--- src/rtl/tone_mixer_nco.sv ---
// tone_mixer_nco: NUM_CH square-tone NCOs with per-channel duty level, mixed to a 1-bit sigma-delta stream; `TONE_SYNC_UPDATE_EN selects wrap-synchronous retune
module tone_mixer_nco #(
  parameter int NUM_CH = 4,
  parameter int ACC_W = 32,
  parameter int VOL_W = 4,
  parameter int CLK_HZ = 125000000,
  localparam int CH_W = NUM_CH > 1 ? $clog2(NUM_CH) : 1,
  localparam int MW = $clog2(NUM_CH) + 1
) (
  input  logic             clk,
  input  logic             rst,
  input  logic             output_enable,
  input  logic             cfg_valid,
  output logic             cfg_ready,
  input  logic [CH_W-1:0]  cfg_chan,
  input  logic [ACC_W-1:0] cfg_tuning,
  input  logic [VOL_W-1:0] cfg_volume,
  output logic             square_wave_out
);
  if (NUM_CH < 1 || NUM_CH > 16 || CLK_HZ < 1) begin : g_bad_cfg
    $error("tone_mixer_nco: unsupported parameter set");
  end
  logic [ACC_W-1:0] phase [NUM_CH];
  logic [ACC_W-1:0] inc [NUM_CH];
  logic [VOL_W-1:0] vol [NUM_CH];
  logic [NUM_CH-1:0] ch_bit;
  logic [MW-1:0] mix_acc, cnt, s;
  logic hi, pending, xfer, commit;
  logic [CH_W-1:0] p_chan;
  logic [ACC_W-1:0] p_tun;
  logic [VOL_W-1:0] p_vol;
  assign xfer = cfg_valid && cfg_ready;
`ifdef TONE_SYNC_UPDATE_EN
  logic sel_wrap, sel_idle, chan_ok;
  // carry-out and idle status of the channel the pending write targets
  always_comb begin
    sel_wrap = 1'b0;
    sel_idle = 1'b0;
    for (int i = 0; i < NUM_CH; i++) begin
      sel_wrap = int'(p_chan) == i ? (phase[i] + inc[i]) < phase[i] : sel_wrap;
      sel_idle = int'(p_chan) == i ? inc[i] == '0 : sel_idle;
    end
  end
  assign chan_ok = int'(p_chan) < NUM_CH;
  assign commit = pending && (!chan_ok || !output_enable || sel_idle || sel_wrap);
  assign cfg_ready = !pending;
`else
  assign commit = pending;
  assign cfg_ready = 1'b1;
`endif
  // popcount of channel bits feeding the first-order sigma-delta sum
  always_comb begin
    cnt = '0;
    for (int i = 0; i < NUM_CH; i++) cnt = cnt + MW'(ch_bit[i]);
    s = mix_acc + cnt;
    hi = s >= MW'(NUM_CH);
  end
  // single-entry config slot; a write is held here until its commit point
  always_ff @(posedge clk or posedge rst) begin
    if (rst) begin
      pending <= 1'b0;
      p_chan <= '0;
      p_tun <= '0;
      p_vol <= '0;
    end else begin
      pending <= xfer || (pending && !commit);
      if (xfer) begin
        p_chan <= cfg_chan;
        p_tun <= cfg_tuning;
        p_vol <= cfg_volume;
      end
    end
  end
  // phase accumulators, registered channel bits, and retune on commit
  always_ff @(posedge clk or posedge rst) begin
    if (rst) begin
      ch_bit <= '0;
      for (int i = 0; i < NUM_CH; i++) begin
        phase[i] <= '0;
        inc[i] <= '0;
        vol[i] <= '0;
      end
    end else begin
      for (int i = 0; i < NUM_CH; i++) begin
        phase[i] <= output_enable ? phase[i] + inc[i] : '0;
        ch_bit[i] <= inc[i] != '0 && {1'b0, vol[i]} > phase[i][ACC_W-1 -: VOL_W+1];
        if (commit && int'(p_chan) == i) begin
          inc[i] <= p_tun;
          vol[i] <= p_vol;
        end
      end
    end
  end
  // sigma-delta mixer: emits a 1 and subtracts NUM_CH whenever the sum reaches NUM_CH
  always_ff @(posedge clk or posedge rst) begin
    if (rst) begin
      mix_acc <= '0;
      square_wave_out <= 1'b0;
    end else if (!output_enable) begin
      mix_acc <= '0;
      square_wave_out <= 1'b0;
    end else begin
      square_wave_out <= hi;
      mix_acc <= hi ? s - MW'(NUM_CH) : s;
    end
  end
endmodule

--- config.mk ---
export PLATFORM = sky130hd
export DESIGN_NAME = tone_mixer_nco
export DESIGN_NICKNAME = d
export VERILOG_FILES = /design/src/rtl/tone_mixer_nco.sv
export SDC_FILE = /design/constraint.sdc
export NUM_CORES = 1
export LEC_CHECK = 0
export CORE_MARGIN = 5
export CORE_UTILIZATION = 40
export DETAILED_ROUTE_END_ITERATION = 7
export PLACE_DENSITY = 0.63
export SLEW_MARGIN = 15
export SYNTH_ARGS = -nofsm -noshare
export SYNTH_HDL_FRONTEND = slang
export SYNTH_SLANG_ARGS = --single-unit
--- constraint.sdc ---
create_clock -name clk -period 25.1 [get_ports clk]
set_clock_uncertainty 0.2 [all_clocks]
set_input_delay 5.02 -clock clk [delete_from_list [all_inputs] [get_ports clk]]
set_output_delay 5.02 -clock clk [all_outputs]
set_load 0.01 [all_outputs]
* After elaboration in Yosys (flattened, before gate mapping)
Cells that the tools add are included.
Word-level totals: bits of input ports 42, register bits after elaboration 319
Cells by class: add/subtract/negate cells 9, equality and inequality tests 3, reductions and logical operators 13, muxes and demuxes 7, $lt $le $gt $ge 5
Operators with widths (number):
- adder 32 bit | 4
- two-way mux 32 bit | 4
- nonzero test 32 bit | 4
- greater-than comparator 4 x 5 -> 1 bit | 4
- logical AND 1 bit | 8
- two-way mux 3 bit | 2
- == test 2 bit, second input constant | 2
- adder 2 x 1 -> 3 bit | 1
- adder 3 x 1 -> 3 bit | 1
- adder 3 bit | 1
- >= comparator 3 bit, second input constant | 1
- subtractor 3 bit, second input constant | 1
- adder 1 x 1 -> 2 bit | 1
- == test 2 x 1 -> 1 bit, second input constant | 1
- zero test 2 bit | 1
- two-way mux 1 bit | 1

* Logic depth before layout (Yosys ltp)
word-level depth 7, mapped depth 11

* Worst setup path before layout
No wires, ideal clock.
path type input to register, start input port cfg_valid, end register p_tun[0], stages 3, required time 24775 ps, slack 18717 ps, path buffers 2, data arrival time 6058 ps, cells stage by stage clkbuf_1 clkbuf_1 mux2_2
RTL lines:
- start: declaration | line 13 | input logic cfg_valid,
- end signal: assignment | line 69 | p_tun <= cfg_tuning;
- end: declaration | line 30 | logic [ACC_W-1:0] p_tun;
No word-level cell between the ends.

==> results.tsv <==
metric	value	unit
routed wl met3	1660	µm
post_cts resized	0	
largest net degree at the start of global routing	100	
count of pins over their slew limit	0	
drt first pass iters	5	
WL/cell	18.5	µm
Final TNS setup	0	ns
Synth Flop Type	dfrtp_1	
post-synthesis cell type count	79	
CP max FO	99	
critical path startpoint	rst	
M1 wire length	20200	µm
Slew @ Worst Pin	1.01	ns
Filler cells	4250	
Final #Nets	1992	
core area	0.0455	mm²
final std cells w/o fill	2429	
Post-CTS Setup Bufs	0	
Starting Density	0.405	
maxcap violations	0	
number of vias per cell	5.65	
CP Capture Type	async pin	
hold buffers post-CTS	0	
WS Path Type	in -> async	
All-Layer GR Usage	0.176	
diode count	0	
#FFs+latches synth	319	
top sig layer	met4	
Lkg Pwr	9.45	nW
Rows	78	
port buffer count	42	
Pwr per Cell Area	127	mW/mm²
Placed Cells incl. Taps	2365	
IO Count	44	
Net Sw Frac	0.401	
worst skew pair latency	0.53	ns
# setup viols final	0	
RSZ-0062 raised after global routing	no	
H-tree levels	2	
Rel. slew slack	0.329	
DRT iter0 DRCs	1072	
WHS	0.314	ns
DR WL met2	21600	µm
first-pass GRT wire length	73000	µm
GPL Wtd Cong	0.868	
hpwl dp	32400	µm
worst r2r src	inc[96]	
P_int	0.00157	W
status	completed	
worst min-delay path category	reg -> reg	
clock share of power	0.206	
fraction of layout instances using a drive strength above 1	0.144	
fmax	133	MHz
CTS Buf Count	36	
VDD IR-drop max	0.0000404	V
die width	225	µm
Post-synth ARST share	1.00	
syn nets	1966	
Worst Path Arrival	7.86	ns
Comb power frac	0.483	
final instance area	0.0206	mm²
Synthesis Warnings	0	
synthesized area per cell	10.4	µm²
Psw	0.00105	W
clk root buf	clkbuf_16	
R2R depth	11	
Final ANT Viol Nets	0	
cell area after synthesis	0.0184	mm²
Cells after Synth	1777	
clk sink count	319	
initial antenna violation count	0	
Tmin final	7.52	ns
Critical-path top delay cell	buf_4	
via count	13700	
CP Launch Type	input port	
CTS tree	built	
clk slew on worst S/H paths	0.06	ns
Die Area	0.0504	mm²
Fin. Hold Viols	0	
register area share after synthesis	0.433	
gr ovfl total	0	
WP data required	25.44	ns
die height	225	µm
sequential cell fraction of total power	0.311	
DRC viols	0	
vias in the first global route	14000	
Max clock buf depth	3	
area grow syn2layout	12.0	%
CP cell instances	clkdlybuf4s50_1 -> inv_8 -> buf_4 -> buf_4	
Hold Startpoint	vol[0]	
Most common cell on crit path	buf_4	
EDFF count, synth	0	
routed wire length	44900	µm
post-place instance area	0.0194	mm²
slowest stage delay, CP	0.85	ns
Hold Path Cell Cnt	1	
crit share post-route	0.300	
-- registers in the layout (all words and copies together), names as in the netlist --
name,count
commit,1
square_wave_out,1
inc,128
vol,16
p_chan,2
p_vol,4
phase,128
p_tun,32
ch_bit,4
mix_acc,3
-- cells in the final DEF (no fill, tap or decap), types with 5 or more instances in the layout --
| master | synthesis | routed |
|---|---|---|
| o211ai_1 | 5 | 5 |
| clkbuf_1 | 56 | 8 |
| o21a_1 | 10 | 10 |
| a41oi_1 | 7 | 7 |
| nand3_1 | 34 | 33 |
| fa_1 | 7 | 7 |
| clkbuf_16 | 0 | 37 |
| a211oi_1 | 15 | 15 |
| mux2i_1 | 19 | 19 |
| nor4_1 | 35 | 35 |
| o21bai_1 | 15 | 15 |
| and3_1 | 21 | 21 |
| xor2_1 | 41 | 41 |
| buf_4 | 1 | 8 |
| o21ai_1 | 31 | 31 |
| a21oi_1 | 129 | 129 |
| a21o_1 | 74 | 74 |
| o31ai_1 | 12 | 12 |
| nand4_1 | 27 | 27 |
| nand2b_1 | 35 | 35 |
| clkbuf_8 | 0 | 7 |
| clkinv_2 | 0 | 6 |
| a31oi_1 | 16 | 16 |
| nor3_1 | 35 | 35 |
| or3_1 | 6 | 6 |
| dfrtp_1 | 319 | 319 |
| ha_1 | 140 | 140 |
| xnor2_1 | 38 | 38 |
| nor2_1 | 145 | 145 |
| clkdlybuf4s50_1 | 0 | 40 |
| nand3b_1 | 5 | 5 |
| inv_1 | 59 | 57 |
| and2_1 | 13 | 13 |
| o21ai_0 | 57 | 57 |
| nor3b_1 | 6 | 5 |
| nor2b_1 | 20 | 20 |
| mux2_2 | 180 | 180 |
| nand2_1 | 91 | 91 |
-- critical path, delay by kind of cell --
family	cells	cell delay [ns]
buffers and inverters	4	2.63
-- path summary, 6_finish.rpt --
| check | endpoint | slack, ns |
|---|---|---|
| min in group asynchronous | phase[75] | 4.78 |
| hold reg to reg | vol[0] | 0.31 |
| hold / removal | vol[0] | 0.31 |
| max in group clk | square_wave_out | 18.39 |
| setup reg to reg | phase[126] | 21.68 |
| setup / recovery | inc[122] | 17.58 |
-- cell families (layout without fill, tap and decap cells) --
group / after synthesis / after routing / synth area share
AO/OA/AOI/OAI: 424 / 424 / 0.150
XOR/XNOR: 79 / 79 / 0.0376
adder cells (fa/ha/maj): 147 / 147 / 0.103
buffers and inverters: 121 / 173 / 0.0250
flip-flops: 319 / 319 / 0.433
multiplexers: 200 / 200 / 0.121
other: 2 / 2 / 0.000408
AND/OR/NAND/NOR: 485 / 485 / 0.130
-- Yosys cell counts (3+ instances only) --
cell type,n,area share
buf_1,3,0.00061
nor3_1,35,0.0095
nand3b_1,5,0.0020
or2_2,3,0.0010
and3_1,21,0.0071
a311oi_1,3,0.0014
a21o_1,74,0.030
o31a_1,4,0.0019
clkbuf_1,56,0.011
o21ai_0,57,0.015
o21a_1,10,0.0041
ha_1,140,0.095
nand4_1,27,0.0092
inv_1,59,0.012
a31o_1,3,0.0014
nor4_1,35,0.012
dfrtp_1,319,0.43
o41ai_1,4,0.0019
xnor2_1,38,0.018
fa_1,7,0.0076
o31ai_1,12,0.0049
mux2i_1,19,0.010
mux2_2,180,0.11
o211ai_1,5,0.0020
o21bai_1,15,0.0061
o21ai_1,31,0.0084
or3_1,6,0.0020
a221o_1,3,0.0016
nor2_1,145,0.030
and2_1,13,0.0044
nand3_1,34,0.0092
nand2_1,91,0.019
xor2_1,41,0.019
a211oi_1,15,0.0061
a21oi_1,129,0.035
a31oi_1,16,0.0054
a41oi_1,7,0.0033
nor2b_1,20,0.0068
o22ai_1,4,0.0014
nand2b_1,35,0.012
nor3b_1,6,0.0024
-- final cells by class --
type	instances	area [µm²]	area share
Multi-Input combinational cell	1337	9990	0.484
Sequential cell	319	7980	0.387
Clock buffer	52	1050	0.0510
Tap cell	600	751	0.0364
Timing Repair Buffer	50	470	0.0228
Inverter	59	230	0.0112
Clock inverter	12	149	0.00722
-- layer usage --
metal	up-vias	track usage
li1	6540	-
met1	6776	0.235
met2	323	0.298
met3	89	0.0222
met4	0	0.0632
met5	-	0
-- power groups by stage --
stage	logic [W]	clock network [W]	registers (W)
floorplan	0.00102	0	0.000768
global placement	0.00122	0	0.000818
detailed placement	0.00125	0	0.000821
CTS	0.00126	0.000551	0.000814
global route	0.00142	0.000571	0.000833
finish	0.00126	0.000538	0.000813
-- metrics by stage --
stage,setup slack (ns),total power (W),utilization
6_report,17.58,0.00262,0.453
3_5_place_dp,16.87,0.00207,0.427
5_1_grt,17.09,0.00282,0.453
3_3_place_gp,16.91,0.00203,0.427
2_1_floorplan,11.05,0.00178,-
4_1_cts,17.44,0.00262,0.453
Power figures use the tool's default switching activity.
